--- src/rtl/scope_ui_pkg.sv ---
// Shared types and defaults for the scope mouse UI: FSM states, region width, step sizes.
// Latency: n/a (declarations only).
// Backpressure: n/a. The display overlay that draws the region labels uses the same defaults.
package scope_ui_pkg;

  typedef enum logic [1:0] {
    UI_IDLE       = 2'd0,
    UI_HOLD_FIRST = 2'd1,
    UI_REPEAT     = 2'd2
  } ui_state_t;

  // Horizontal pixels per adjustable setting on screen.
  localparam int UI_REGION_W_DEF    = 300;
  // Accumulator LSBs per step (accumulator carries fractional bits below the value).
  localparam int UI_FINE_STEP_DEF   = 1;
  localparam int UI_COARSE_STEP_DEF = 10;

endpackage

--- src/rtl/ui_sat_accum.sv ---
// One saturating fixed-point setting accumulator with a change strobe on its integer part.
// Latency: step request at cycle t updates value/changed at t+1.
// Backpressure: none; a step is accepted every cycle step_en is high.
//
// Ports:
//   clk, rst       clock, synchronous active-high reset (acc returns to INIT_VAL)
//   step_en        apply one step this cycle
//   step_dn        1 = subtract step_size, 0 = add
//   step_size      step magnitude in accumulator LSBs
//   value          integer part of the accumulator, straight from the register
//   changed        one-cycle strobe when the last step altered value
module ui_sat_accum #(
  parameter int               VAL_W    = 12,
  parameter int               FRAC_W   = 7,
  parameter logic [VAL_W-1:0] INIT_VAL = '0,
  parameter int               MIN_VAL  = 1,
  parameter int               MAX_VAL  = 2047
) (
  input  logic                    clk,
  input  logic                    rst,
  input  logic                    step_en,
  input  logic                    step_dn,
  input  logic [VAL_W+FRAC_W-1:0] step_size,
  output logic [VAL_W-1:0]        value,
  output logic                    changed
);

  localparam int ACC_W = VAL_W + FRAC_W;
  // Two headroom bits: one for the sign on underflow, one so that an
  // accumulator already near full scale cannot overflow before the clamp.
  localparam int SUM_W = ACC_W + 2;

  localparam longint LO_L = longint'(MIN_VAL) << FRAC_W;
  localparam longint HI_L = (longint'(MAX_VAL) << FRAC_W) | ((longint'(1) << FRAC_W) - 1);
  localparam logic signed [SUM_W-1:0] LO = LO_L[SUM_W-1:0];
  localparam logic signed [SUM_W-1:0] HI = HI_L[SUM_W-1:0];

  logic [ACC_W-1:0]        acc_q, acc_d;
  logic                    changed_q, changed_d;
  logic signed [SUM_W-1:0] sum;
  logic signed [SUM_W-1:0] clamped;

  always_comb begin
    sum     = '0;
    clamped = '0;
    acc_d   = acc_q;
    changed_d = 1'b0;
    if (step_dn) begin
      sum = $signed({2'b00, acc_q}) - $signed({2'b00, step_size});
    end else begin
      sum = $signed({2'b00, acc_q}) + $signed({2'b00, step_size});
    end
    if (sum < LO) begin
      clamped = LO;
    end else if (sum > HI) begin
      clamped = HI;
    end else begin
      clamped = sum;
    end
    if (step_en) begin
      acc_d = clamped[ACC_W-1:0];
      // Only integer-part movement is visible downstream; fractional-only
      // steps and steps swallowed by the clamp stay silent.
      changed_d = (clamped[ACC_W-1:FRAC_W] != acc_q[ACC_W-1:FRAC_W]);
    end
  end

  always_ff @(posedge clk) begin
    if (rst) begin
      acc_q     <= {INIT_VAL, {FRAC_W{1'b0}}};
      changed_q <= 1'b0;
    end else begin
      acc_q     <= acc_d;
      changed_q <= changed_d;
    end
  end

  assign value   = acc_q[ACC_W-1:FRAC_W];
  assign changed = changed_q;

endmodule

--- src/rtl/ui_param_ctrl.sv ---
// Mouse-driven bank of NUM_CH scope settings with hold-to-repeat, acceleration and saturation.
// Latency: a step decided at cycle t shows on values/changed at t+1.
// Backpressure: none; buttons are levels, sampled every cycle.
//
// Ports:
//   clk, rst                  clock, synchronous active-high reset
//   left/right/middle_mouse   decrement / increment / coarse-step levels
//   xpos                      cursor x; selects channel xpos / REGION_W at press time
//   values                    packed settings, channel i in [i*VAL_W +: VAL_W]
//   changed                   per-channel one-cycle strobe on value change
//   active_ch                 locked channel while busy, NUM_CH otherwise
//   busy                      high while a press is being held (not IDLE)
module ui_param_ctrl
  import scope_ui_pkg::*;
#(
  parameter int                      NUM_CH      = 3,
  parameter int                      VAL_W       = 12,
  parameter int                      FRAC_W      = 7,
  parameter int                      X_W         = 12,
  parameter int                      REGION_W    = UI_REGION_W_DEF,
  parameter logic [NUM_CH*VAL_W-1:0] INIT_VALS   = {12'd16, 12'd127, 12'd3},
  parameter int                      MIN_VAL     = 1,
  parameter int                      MAX_VAL     = 2047,
  parameter int                      FINE_STEP   = UI_FINE_STEP_DEF,
  parameter int                      COARSE_STEP = UI_COARSE_STEP_DEF,
  parameter int                      HOLD_FIRST  = 100000,
  parameter int                      HOLD_REPEAT = 25000,
  parameter int                      ACCEL_N     = 8
) (
  input  logic                           clk,
  input  logic                           rst,
  input  logic                           left_mouse,
  input  logic                           right_mouse,
  input  logic                           middle_mouse,
  input  logic [X_W-1:0]                 xpos,
  output logic [NUM_CH*VAL_W-1:0]        values,
  output logic [NUM_CH-1:0]              changed,
  output logic [$clog2(NUM_CH+1)-1:0]    active_ch,
  output logic                           busy
);

  localparam int CH_W    = $clog2(NUM_CH + 1);
  localparam int ACC_W   = VAL_W + FRAC_W;
  localparam int TMR_MAX = (HOLD_FIRST > HOLD_REPEAT) ? HOLD_FIRST : HOLD_REPEAT;
  localparam int TMR_W   = $clog2(TMR_MAX + 1);
  localparam int RPT_W   = $clog2(ACCEL_N + 1);

  localparam logic [CH_W-1:0]  CH_NONE  = CH_W'(NUM_CH);
  localparam logic [TMR_W-1:0] HF_LAST  = TMR_W'(HOLD_FIRST - 1);
  localparam logic [TMR_W-1:0] HR_LAST  = TMR_W'(HOLD_REPEAT - 1);
  localparam logic [RPT_W-1:0] RPT_SAT  = RPT_W'(ACCEL_N);

  ui_state_t         state_q, state_d;
  logic [CH_W-1:0]   ch_q, ch_d;
  logic              dn_q, dn_d;
  logic [TMR_W-1:0]  tmr_q, tmr_d;
  logic [RPT_W-1:0]  rpt_q, rpt_d;

  logic              req_up, req_dn, held_same;
  logic [CH_W-1:0]   xch;
  logic              step_en, step_dn, accel;
  logic [CH_W-1:0]   step_ch;
  logic [ACC_W-1:0]  step_size;

  // Both buttons together cancel out, same as neither.
  assign req_up    = right_mouse & ~left_mouse;
  assign req_dn    = left_mouse & ~right_mouse;
  assign held_same = dn_q ? req_dn : req_up;

  // Region decode by range compare instead of a divider; lowest matching
  // region wins, anything past the last region decodes to CH_NONE.
  always_comb begin
    xch = CH_NONE;
    for (int i = NUM_CH - 1; i >= 0; i--) begin
      if (int'(xpos) < (i + 1) * REGION_W) begin
        xch = CH_W'(i);
      end
    end
  end

  always_comb begin
    state_d = state_q;
    ch_d    = ch_q;
    dn_d    = dn_q;
    tmr_d   = tmr_q;
    rpt_d   = rpt_q;
    step_en = 1'b0;
    step_ch = ch_q;
    step_dn = dn_q;
    case (state_q)
      UI_IDLE: begin
        if ((req_up || req_dn) && (xch != CH_NONE)) begin
          step_en = 1'b1;
          step_ch = xch;
          step_dn = req_dn;
          ch_d    = xch;
          dn_d    = req_dn;
          tmr_d   = '0;
          rpt_d   = '0;
          state_d = UI_HOLD_FIRST;
        end
      end
      UI_HOLD_FIRST, UI_REPEAT: begin
        if (!held_same) begin
          state_d = UI_IDLE;
        end else if (tmr_q == ((state_q == UI_HOLD_FIRST) ? HF_LAST : HR_LAST)) begin
          // Every step after the press counts as a repeat, including the
          // first one that leaves HOLD_FIRST.
          step_en = 1'b1;
          tmr_d   = '0;
          state_d = UI_REPEAT;
          if (rpt_q != RPT_SAT) begin
            rpt_d = rpt_q + 1'b1;
          end
        end else begin
          tmr_d = tmr_q + 1'b1;
        end
      end
      default: begin
        state_d = UI_IDLE;
      end
    endcase
  end

  // rpt_q is stale in IDLE, so the press step never uses acceleration.
  assign accel     = (state_q != UI_IDLE) && (rpt_q >= RPT_SAT);
  assign step_size = (middle_mouse || accel) ? ACC_W'(COARSE_STEP) : ACC_W'(FINE_STEP);

  always_ff @(posedge clk) begin
    if (rst) begin
      state_q <= UI_IDLE;
      ch_q    <= '0;
      dn_q    <= 1'b0;
      tmr_q   <= '0;
      rpt_q   <= '0;
    end else begin
      state_q <= state_d;
      ch_q    <= ch_d;
      dn_q    <= dn_d;
      tmr_q   <= tmr_d;
      rpt_q   <= rpt_d;
    end
  end

  assign busy      = (state_q != UI_IDLE);
  assign active_ch = busy ? ch_q : CH_NONE;

  for (genvar g = 0; g < NUM_CH; g++) begin : g_ch
    ui_sat_accum #(
      .VAL_W    (VAL_W),
      .FRAC_W   (FRAC_W),
      .INIT_VAL (INIT_VALS[g*VAL_W +: VAL_W]),
      .MIN_VAL  (MIN_VAL),
      .MAX_VAL  (MAX_VAL)
    ) u_acc (
      .clk       (clk),
      .rst       (rst),
      .step_en   (step_en && (step_ch == CH_W'(g))),
      .step_dn   (step_dn),
      .step_size (step_size),
      .value     (values[g*VAL_W +: VAL_W]),
      .changed   (changed[g])
    );
  end

endmodule
--- config.mk ---
export PLATFORM = sky130hd
export DESIGN_NAME = ui_param_ctrl
export DESIGN_NICKNAME = d
export VERILOG_FILES = /design/src/rtl/scope_ui_pkg.sv /design/src/rtl/ui_sat_accum.sv /design/src/rtl/ui_param_ctrl.sv
export SDC_FILE = /design/constraint.sdc
export NUM_CORES = 1
export LEC_CHECK = 0
export ABC_AREA = 0
export BUFFER_PORTS_ARGS = -buffer_cell sky130_fd_sc_hd__buf_2
export CAP_MARGIN = 30
export CORE_UTILIZATION = 55
export DETAILED_ROUTE_END_ITERATION = 7
export PLACE_DENSITY_LB_ADDON = 0.12
export SLEW_MARGIN = 0
export SYNTH_ARGS = -nofsm -noshare
export SYNTH_HDL_FRONTEND = slang
export SYNTH_SLANG_ARGS = --single-unit
--- constraint.sdc ---
create_clock -name clk -period 6 [get_ports clk]
set_input_delay 0.6 -clock clk [delete_from_list [all_inputs] [get_ports clk]]
set_output_delay 0.6 -clock clk [all_outputs]
set_load 0.02 [all_outputs]
==> results of run 1 <==
through the flow:
stage               cell area [um2]  hold WS (ps)
finish                         7953         504.5
global route                   7953         533.3
CTS                            7953         511.3
detailed placement             7645         500.1
global placement               7640         485.2
floorplan                      7550         461.6
report_power, final:
| part | internal, uW | leakage, uW | switching, uW |
|---|---|---|---|
| Combinational | 62.4 | 0.00223 | 119 |
| Clock | 346 | 0.000148 | 252 |
| Sequential | 578 | 0.000694 | 9.92 |
| Total | 986 | 0.00308 | 381 |
worst paths after layout:
check                         startpoint                endpoint  slack, ps  cells past startpoint
setup / recovery              state_q[1]  g_ch[0].u_acc.acc_q[4]       1100                     20
hold / removal    g_ch[0].u_acc.acc_q[0]  g_ch[0].u_acc.acc_q[0]        500                      2
setup reg to reg              state_q[1]  g_ch[0].u_acc.acc_q[4]       1100                     20
hold reg to reg   g_ch[0].u_acc.acc_q[0]  g_ch[0].u_acc.acc_q[0]        500                      2
per-layer routing:
layer	share of wire, %	wire (um)	up-vias	GRT usage [%]
met5	0	0	-	0
li1	-	-	3730	-
met2	44	9158	263	45.28
met4	1.2	251	0	7.911
met1	48	9852	3599	41.34
met3	6.5	1335	20	5.651
flip-flops by register name, summed over array words and instances, names as in the netlist:
| signal | cells |
|---|---|
| ch_q | 2 |
| state_q | 2 |
| tmr_q | 17 |
| dn_q | 1 |
| g_ch.u_acc.acc_q | 57 |
| g_ch.u_acc.changed | 3 |
| rpt_q | 4 |
cell usage after synthesis, drive strengths merged, types with 25 or more instances:
library cell,count
a21oi,56
o21ai,72
ha,30
nor3,33
nand2,89
inv,45
nand3,25
or3,38
clkbuf,47
dfxtp,86
nor2,99
buf,52
layout make-up:
cell class	count	area [um2]
fill	1307	5343
multi-input combinational	793	5129
sequential	86	1722
timing repair buffer	73	405.4
clock buffer	11	252.7
tap	176	220.2
inverter	45	168.9
clock inverter	4	55.05
worst reg2reg max path, stage by stage, from the launching register on:
cell and delay, ps:
dfxtp_1 320, inv_1 100, ha_1 320, inv_1 180, a21o_1 230, inv_1 270
buf_4 240, ha_1 180, inv_1 60, fa_1 390, nand3b_1 220, a21oi_1 210
buf_4 170, inv_1 70, nor3_1 200, a31oi_1 220, o21ai_1 400, nand2_1 430
and3b_1 340, o21a_1 160, nor3_1 110
logic make-up after synthesis:
| family | count (synthesis) | synth area share, % |
|---|---|---|
| xor+xnor | 34 | 3.944 |
| fa+ha+maj | 36 | 6.563 |
| compound gates | 296 | 26.77 |
| simple gates | 413 | 28.55 |
| mux | 14 | 1.956 |
| flops | 86 | 22.80 |
| buf+inv | 144 | 9.413 |
==> out/results.ini, run 1 <==
[final_layout]
layout-drive-gt1-share_pct = 11.66
area_grow_syn2layout_pct = 5.336
finish.cell_count_without_fillers = 1188
layout_commonest_cell = nor2_1
antennaDiodeCount = 0
finalNetCount = 1061
most-common-layout-cells = nor2_1, nand2_1, dfxtp_1
final_util_pct = 59.82

[logic_synthesis]
synth_top_cells_by_area = dfxtp_1, ha_1, nor2_1
number_of_flops_mapped_to_enable_cells_by_yosys = 0
sequential_element_share_of_the_synthesized_area_pct = 22.80
synth_area_per_cell_um2 = 7.380
postSynthCellCount = 1023
netlist_area_um2 = 7550
synth-seq-cells = 86
synth-async-reset-ratio_pct = 0
synth.net_count = 1076
yosys.area.top_type_share_pct = 22.80
yosys_most_used_dff = dfxtp_1
synth.yosys.warnings = 0
synth_area_leader_cell = dfxtp_1
ys_types = 79

[power_and_ir_drop]
fin_total_pwr_uw = 1367
power_density_nw_per_um2 = 171.9
irDropWorstVdd_v = 0.0001467
p_leak_uw = 0.003075

[routing]
remaining_design_rule_violation_count = 0
wirelength_mm = 20.60
drc_violation_total_after_the_first_tritonroute_iteration = 714
viasPerCell = 6.407
num_vias = 7612
post_drt_wl_per_cell_um = 17.34
antenna_violating_nets_post_route = 0
drt_pass1_iterations = 5

[cts]
cts_setup_buffers = 0
clk_path_buf_depth = 2
clock-root-buffer = clkbuf_16
numCtsBuffers = 9
clk_transition_reported_paths_ps = 70
tritoncts = done
clock_latency_ps = 350
cts.hold.buffers_added = 0
h-tree-depth = 3
cts-resized-gates = 0
tritoncts_num_sinks = 86

[setup_path]
timing.critical_path.fanout_max = 13
cp_cell_sequence = inv_1, ha_1, inv_1, a21o_1, inv_1, buf_4, ha_1, inv_1, fa_1, nand3b_1, a21oi_1, buf_4, inv_1, nor3_1, a31oi_1, o21ai_1, nand2_1, and3b_1, o21a_1, nor3_1
critical_path_end_type = flop
critical_path.slowest_cell = nand2_1
critical_path.max_stage_delay_ps = 430
required_ps = 6280
crit_family = simple AND/OR/NAND/NOR gates
timing_worst_setup_path_type = reg2reg
crit_top_cell = inv_1
cp_arrival_ps = 5170
cp_num_buf_inv = 7
startpoint_type = flop

[global_routing]
remaining_global_route_overflow = 0
gr-usage-all-layers_pct = 29.31
grt_pass1_vias = 6792
grt_start_max_net_pins = 46
initial_antenna_violation_count = 0
wire_length_of_the_first_global_routing_pass_mm = 33.67

[timing]
slew_headroom_pct = 32.09
clock-skew-final_ps = 7.111
time_the_worst_path_needs_with_i_o_delays_and_setup_ps = 4897
finalWorstSetupSlack_ps = 1103
max_clock_freq_ghz = 0.2042
ratio_of_final_minimum_period_to_clock_period_pct = 81.62
grt_setup_unrepaired = no
finalMaxSlewViolations = 0
totalNegativeSetupSlack_ps = 0
worst_pin_slew_ps = 1019
report.final.hold_viol_count = 0
report.final.setup_viol = 0

[floorplan]
die_w_um = 119.2
ioPinCount = 59
floorplan.die.height_um = 119.2
die-area_um2 = 14200
floorplan.initialDensity_pct = 56.79
row_count = 42
design.core.area_um2 = 13300

[placement]
pre_cts_slack_ps = 1106
gp_routability_congestion = 0.9082
placed_cell_count = 1173
detailed_placer_s_ending_hpwl_mm = 14.34
portBuffers = 56

[flow_run]
max-cap-violations = 0

[hold_path]
hp-class = reg2reg

[outcome]
status = finished clean

(Power assumes the default switching activity.)
==> run 2, diff against run 1 <==
==> constraint.sdc (replaced) <==
create_clock -name clk -period 4 [get_ports clk]
set_input_delay 0.4 -clock clk [delete_from_list [all_inputs] [get_ports clk]]
set_output_delay 0.4 -clock clk [all_outputs]
set_load 0.02 [all_outputs]
==> run 2 against run 1 <==
  * The run now ends with setup timing left
  * Wire length increased by 8.4%
  * Hold slack got worse by 78 ps
  * Final area increased by 13%
  * Register-to-register slack got worse by 1100 ps
  * First-iteration DRC count increased by 11%
  * Total power increased by 60%
  * Non-clock buffer count increased by 68
  * Die area unchanged
  * Global-route usage increased by 1.6 points
  * Flip-flop and latch count unchanged
  * Clock power increased by 61%
==> out/results.ini, run 2 (same netlist as run 1, synthesis figures left out) <==
[outcome]
status = complete, but fails checks
failed_checks = setup timing

[global_routing]
initial_antenna_violation_count = 0
gr-usage-all-layers_pct = 30.88
remaining_global_route_overflow = 0
wire_length_of_the_first_global_routing_pass_mm = 35.76
grt_pass1_vias = 7357
grt_start_max_net_pins = 45

[final_layout]
finalNetCount = 1129
max_reg_flops = 57
antennaDiodeCount = 0
biggestRegsByFlops = g_ch.u_acc.acc_q: 57 flops, tmr_q: 17 flops, rpt_q: 4 flops
layout-drive-gt1-share_pct = 22.94
most-common-layout-cells = nor2_1, nand2_1, dfxtp_1
register_area_um2 = 1724
layout_commonest_cell = nor2_1
area_grow_syn2layout_pct = 19.03
final_area_um2 = 8986
multiInputGateArea_um2 = 5538
largest_register = g_ch.u_acc.acc_q
finish.cell_count_without_fillers = 1257
final.fill_count = 1152

[floorplan]
die_w_um = 119.2
design.core.area_um2 = 13300
floorplan.initialDensity_pct = 56.79
ioPinCount = 59
row_count = 42
die-area_um2 = 14200
floorplan.die.height_um = 119.2

[cts]
numCtsBuffers = 9
tritoncts_num_sinks = 86
clock-root-buffer = clkbuf_16
tritoncts = done
clk_path_buf_depth = 2
clock_latency_ps = 360
clk_transition_reported_paths_ps = 70
h-tree-depth = 3
cts.hold.buffers_added = 0

[routing]
drc_violation_total_after_the_first_tritonroute_iteration = 790
remaining_design_rule_violation_count = 0
post_drt_wl_per_cell_um = 17.76
viasPerCell = 6.449
drt_pass1_iterations = 6
antenna_violating_nets_post_route = 0
num_vias = 8106
wirelength_mm = 22.32

[placement]
gp_routability_congestion = 0.9545
placement.cell_area_um2 = 8302
pre_cts_slack_ps = -57.81
detailed_placer_s_ending_hpwl_mm = 15.26
portBuffers = 56
placed_cell_count = 1228

[power_and_ir_drop]
p_leak_uw = 0.003502
power_density_nw_per_um2 = 242.8
irDropWorstVdd_v = 0.0002110

[timing]
grt_setup_unrepaired = yes
clock-skew-final_ps = 5.863
ratio_of_final_minimum_period_to_clock_period_pct = 100.1
time_the_worst_path_needs_with_i_o_delays_and_setup_ps = 4004
worst_hold_slack_ps = 426.9
worst_pin_slew_ps = 651.9
finalWorstSetupSlack_ps = -3.557
report.final.hold_viol_count = 0
max_clock_freq_ghz = 0.2498
slew_headroom_pct = 56.54
report.final.setup_viol = 1
finalMaxSlewViolations = 0

[setup_path]
setup.worst_path.start = state_q[1]
r2r-start = state_q[1]
r2r.worst_path.cells = 21
timing_worst_setup_path_type = reg2reg
cp_arrival_ps = 4250
required_ps = 4250
startpoint_type = flop
timing.critical_path.fanout_max = 9
critical_path_end_type = flop

[hold_path]
timing.hold.worst.start = rst
hp-class = in2reg
worst_hold_path.num_cells = 3

[flow_run]
max-cap-violations = 0

[run 2: cell count changes in the layout (fill, tap and decap cells not counted), sizes merged]
cell | previous run | this run
buf | 73 | 141
bufinv | 1 | 2
clkbuf | 11 | 9
clkinv | 1 | 0
clkinvlp | 1 | 2
inv | 46 | 48
[run 2: worst paths after layout]
check                      endpoint  slack [ps]
max          g_ch[1].u_acc.acc_q[2]          -4
min          g_ch[0].u_acc.acc_q[8]         430
max reg2reg  g_ch[1].u_acc.acc_q[2]          -4
min reg2reg               tmr_q[11]         510
[run 2: per-layer routing]
layer / track usage (%) / wire length (um) / share of wire, % / vias up
li1: - / - / - / 3858
met1: 41.57 / 9764 / 44 / 3840
met2: 49.60 / 10390 / 47 / 361
met3: 6.034 / 1742 / 7.8 / 47
met4: 9.415 / 429 / 1.9 / 0
met5: 0 / 0 / 0 / -
[run 2: final cells by class]
type,count,share of cell area [%]
well taps,176,2.451
inverters,45,2.005
clock buffers,9,2.506
multi-input cells,793,61.63
clock inverters,7,1.142
flip-flops and latches,86,19.19
repair buffers,141,11.08
[run 2: report_power, final]
group / switching, uW / internal (uW)
clock: 408 / 557
sequential: 12.6 / 867
combinational: 203 / 135
total: 623 / 1560
[run 2: worst max-delay path, stage by stage, from the launching register on]
cell and delay (ps):
dfxtp_2 320, inv_2 70, ha_4 170, inv_8 30
a21o_4 210, clkinvlp_4 130, buf_4 140, buf_12 130
ha_4 130, inv_1 50, fa_2 340, and3b_2 300
o21ai_4 80, nor2_2 140, and4_4 250, o21a_1 130
o22ai_1 100, or4_4 550, o21ai_4 160, buf_6 160
a31oi_1 50, o221a_1 240
[run 2: timing repair]
| item | in CTS | in global routing |
|---|---|---|
| endpoints found under the setup margin | 36 | 50 |
| setup buffers | 2 | 11 |
| pin swaps | 5 | 23 |
| resized for setup | 7 | 49 |
[run 2: per-stage QoR]
| step | utilization, % | total power (uW) | TNS (ps) |
|---|---|---|---|
| 4_1_cts | 65.23 | 2176 | 0 |
| 5_1_grt | 67.59 | 2277 | -5294 |
| 3_3_place_gp | 62.44 | 1207 | -145.3 |
| 6_report | 67.59 | 2182 | -3.557 |
| 2_1_floorplan | - | 1115 | -257.5 |
| 3_5_place_dp | 62.44 | 1211 | -386.3 |
==> run 3, diff against run 2 <==
--- a/config.mk
+++ b/config.mk
@@ -8,7 +8,9 @@
 export ABC_AREA = 0
 export BUFFER_PORTS_ARGS = -buffer_cell sky130_fd_sc_hd__buf_2
 export CAP_MARGIN = 30
-export CORE_UTILIZATION = 55
+export CELL_PAD_IN_SITES_DETAIL_PLACEMENT = 1
+export CELL_PAD_IN_SITES_GLOBAL_PLACEMENT = 1
+export CORE_UTILIZATION = 41
 export DETAILED_ROUTE_END_ITERATION = 7
 export PLACE_DENSITY_LB_ADDON = 0.12
 export SLEW_MARGIN = 0
==> run 3 against run 2 <==
  * The flow now finishes without violations
  * Largest cell class unchanged
  * Die area rose by 34%
  * Combinational power increased by 6%
  * Register-to-register slack barely moved
  * Worst setup slack better by 5.0 ps
  * Global-route usage down 3.5 points
  * Critical path depth increased by 1
  * Total power down 2.6%
==> out/results.ini, run 3 (same netlist as run 1, synthesis figures left out) <==
[placement]
detailed_placer_s_ending_hpwl_mm = 18.64
portBuffers = 56
pre_cts_slack_ps = -111.9
gp_routability_congestion = 0.9117

[floorplan]
design.core.area_um2 = 18020
die_w_um = 137.7
die-area_um2 = 18960
row_count = 49
ioPinCount = 59
floorplan.initialDensity_pct = 41.89
floorplan.die.height_um = 137.7

[routing]
wl_met2_mm = 12.91
antenna_violating_nets_post_route = 0
viasPerCell = 6.170
met3_wl_post_dr_um = 973
drc_violation_total_after_the_first_tritonroute_iteration = 558
wirelength_mm = 26.27
remaining_design_rule_violation_count = 0
top_layer_used = met4
post_drt_wl_per_cell_um = 19.69
num_vias = 8231
routedLengthMet1_mm = 11.93
drt_pass1_iterations = 5

[hold_path]
timing.hold.worst.start = tmr_q[6]
worst_hold_path.num_cells = 2
hp-class = reg2reg
worst_hold_path.endpoint = tmr_q[6]

[setup_path]
startpoint_type = flop
crit_family = compound AO/OA/AOI/OAI gates
cp_num_buf_inv = 8
worst_case_register_to_register_setup_slack_ps = 1
timing_worst_setup_path_type = reg2reg
timing.critical_path.fanout_max = 5
critical_path.max_stage_delay_ps = 350
cp_arrival_ps = 4220
r2r.worst_path.cells = 22
cp_cell_sequence = inv_2, ha_4, inv_8, a21o_4, clkinvlp_4, buf_12, buf_12, ha_4, inv_2, fa_2, nand3b_1, a21oi_2, buf_4, nand4_1, xnor2_2, a32oi_1, a221oi_2, nand4_1, o21ai_4, buf_6, a31o_1, a211oi_2
critical_path_end_type = flop
r2r-start = state_q[1]
r2r_end = g_ch[0].u_acc.acc_q[5]
required_ps = 4230
critical_path.slowest_cell = fa_2

[global_routing]
grt_start_max_net_pins = 45
wire_length_of_the_first_global_routing_pass_mm = 40.72
remaining_global_route_overflow = 0
initial_antenna_violation_count = 0
gr-usage-all-layers_pct = 27.39
grt_pass1_vias = 7978

[final_layout]
max_reg_flops = 57
antennaDiodeCount = 0
largest_register = g_ch.u_acc.acc_q
layout-drive-gt1-share_pct = 26.70
area_grow_syn2layout_pct = 23.38
finalNetCount = 1153
final.fill_count = 2238
biggestRegsByFlops = g_ch.u_acc.acc_q: 57 flops, tmr_q: 17 flops, rpt_q: 4 flops
layout_commonest_cell = buf_4
most-common-layout-cells = buf_4, nor2_1, nand2_1

[power_and_ir_drop]
power_density_nw_per_um2 = 228.2
irDropWorstVdd_v = 0.0002213
p_leak_uw = 0.003606

[cts]
clock-root-buffer = clkbuf_16
clk_path_buf_depth = 2
cts.hold.buffers_added = 0
clk_transition_reported_paths_ps = 80
tritoncts = done
clock_latency_ps = 370
h-tree-depth = 3
tritoncts_num_sinks = 86
numCtsBuffers = 9

[timing]
max_clock_freq_ghz = 0.2501
finalMaxSlewViolations = 0
ratio_of_final_minimum_period_to_clock_period_pct = 99.96
time_the_worst_path_needs_with_i_o_delays_and_setup_ps = 3999
slew_headroom_pct = 51.82
report.final.setup_viol = 0
worst_pin_slew_ps = 722.7
finalWorstSetupSlack_ps = 1.415
totalNegativeSetupSlack_ps = 0
clock-skew-final_ps = 12.78
report.final.hold_viol_count = 0
grt_setup_unrepaired = yes

[flow_run]
max-cap-violations = 0

[outcome]
status = finished clean

run 3: changes by cell type in the layout (fill, tap and decap cells not counted), sizes merged:
| cell | before | now |
|---|---|---|
| buf | 141 | 165 |
| bufinv | 2 | 0 |
| clkinv | 0 | 2 |
run 3: layout make-up:
| type | instances | area, um2 | area share (%) |
|---|---|---|---|
| multi-input combinational | 793 | 5650 | 60.66 |
| sequential | 86 | 1724 | 18.51 |
| timing repair buffer | 165 | 1176 | 12.63 |
| tap | 229 | 286.5 | 3.076 |
| clock buffer | 9 | 225.2 | 2.418 |
| inverter | 45 | 180.2 | 1.934 |
| clock inverter | 7 | 72.57 | 0.7790 |
run 3: worst register-to-register path: stages, from the launching register on:
cell	delay, ps
dfxtp_2	330
inv_2	80
ha_4	170
inv_8	30
a21o_4	210
clkinvlp_4	130
buf_12	140
buf_12	110
ha_4	130
inv_2	40
fa_2	350
nand3b_1	200
a21oi_2	210
buf_4	170
nand4_1	150
xnor2_2	260
a32oi_1	140
a221oi_2	210
nand4_1	200
o21ai_4	260
buf_6	160
a31o_1	110
a211oi_2	60
run 3: routing by layer:
layer | global-route usage, % | up-vias
li1 | - | 3900
met2 | 46.82 | 181
met3 | 3.606 | 37
met1 | 35.54 | 4113
met4 | 8.273 | 0
met5 | 0 | -
run 3: power breakdown:
group          internal (uW)  switching, uW
combinational            143            213
clock                    442            447
sequential               867           12.6
run 3: per-stage QoR:
step,hold slack (ps),cells,instance area [um2],utilization [%],total power [uW]
floorplan,461.6,1023,7749,-,1115
global placement,482.2,1301,8506,47.19,1215
detailed placement,503.4,1301,8506,47.19,1223
CTS,515.2,1318,8867,49.19,2122
global route,560.0,1334,9315,51.68,2206
finish,505.3,1334,9315,51.68,2125
run 3: worst max path at each step:
| stage | cells past startpoint | slack, ps | startpoint | end |
|---|---|---|---|---|
| after CTS | 21 | 3 | state_q[0] | g_ch[0].u_acc.acc_q[6] |
| after global routing | 18 | -180 | state_q[1] | g_ch[2].u_acc.acc_q[5] |
| after floorplan | 18 | -30 | state_q[0] | g_ch[0].u_acc.acc_q[10] |
| after detailed placement | 18 | -110 | state_q[1] | g_ch[2].u_acc.acc_q[1] |
| after global placement | 18 | -80 | state_q[0] | g_ch[2].u_acc.acc_q[1] |
| final | 22 | 1 | state_q[1] | g_ch[0].u_acc.acc_q[5] |
run 3: what timing repair did:
action	CTS	global route
buffers inserted	1	16
resized for setup	11	72
cloned	0	1
setup endpoints to repair	37	54
pin swaps	3	42
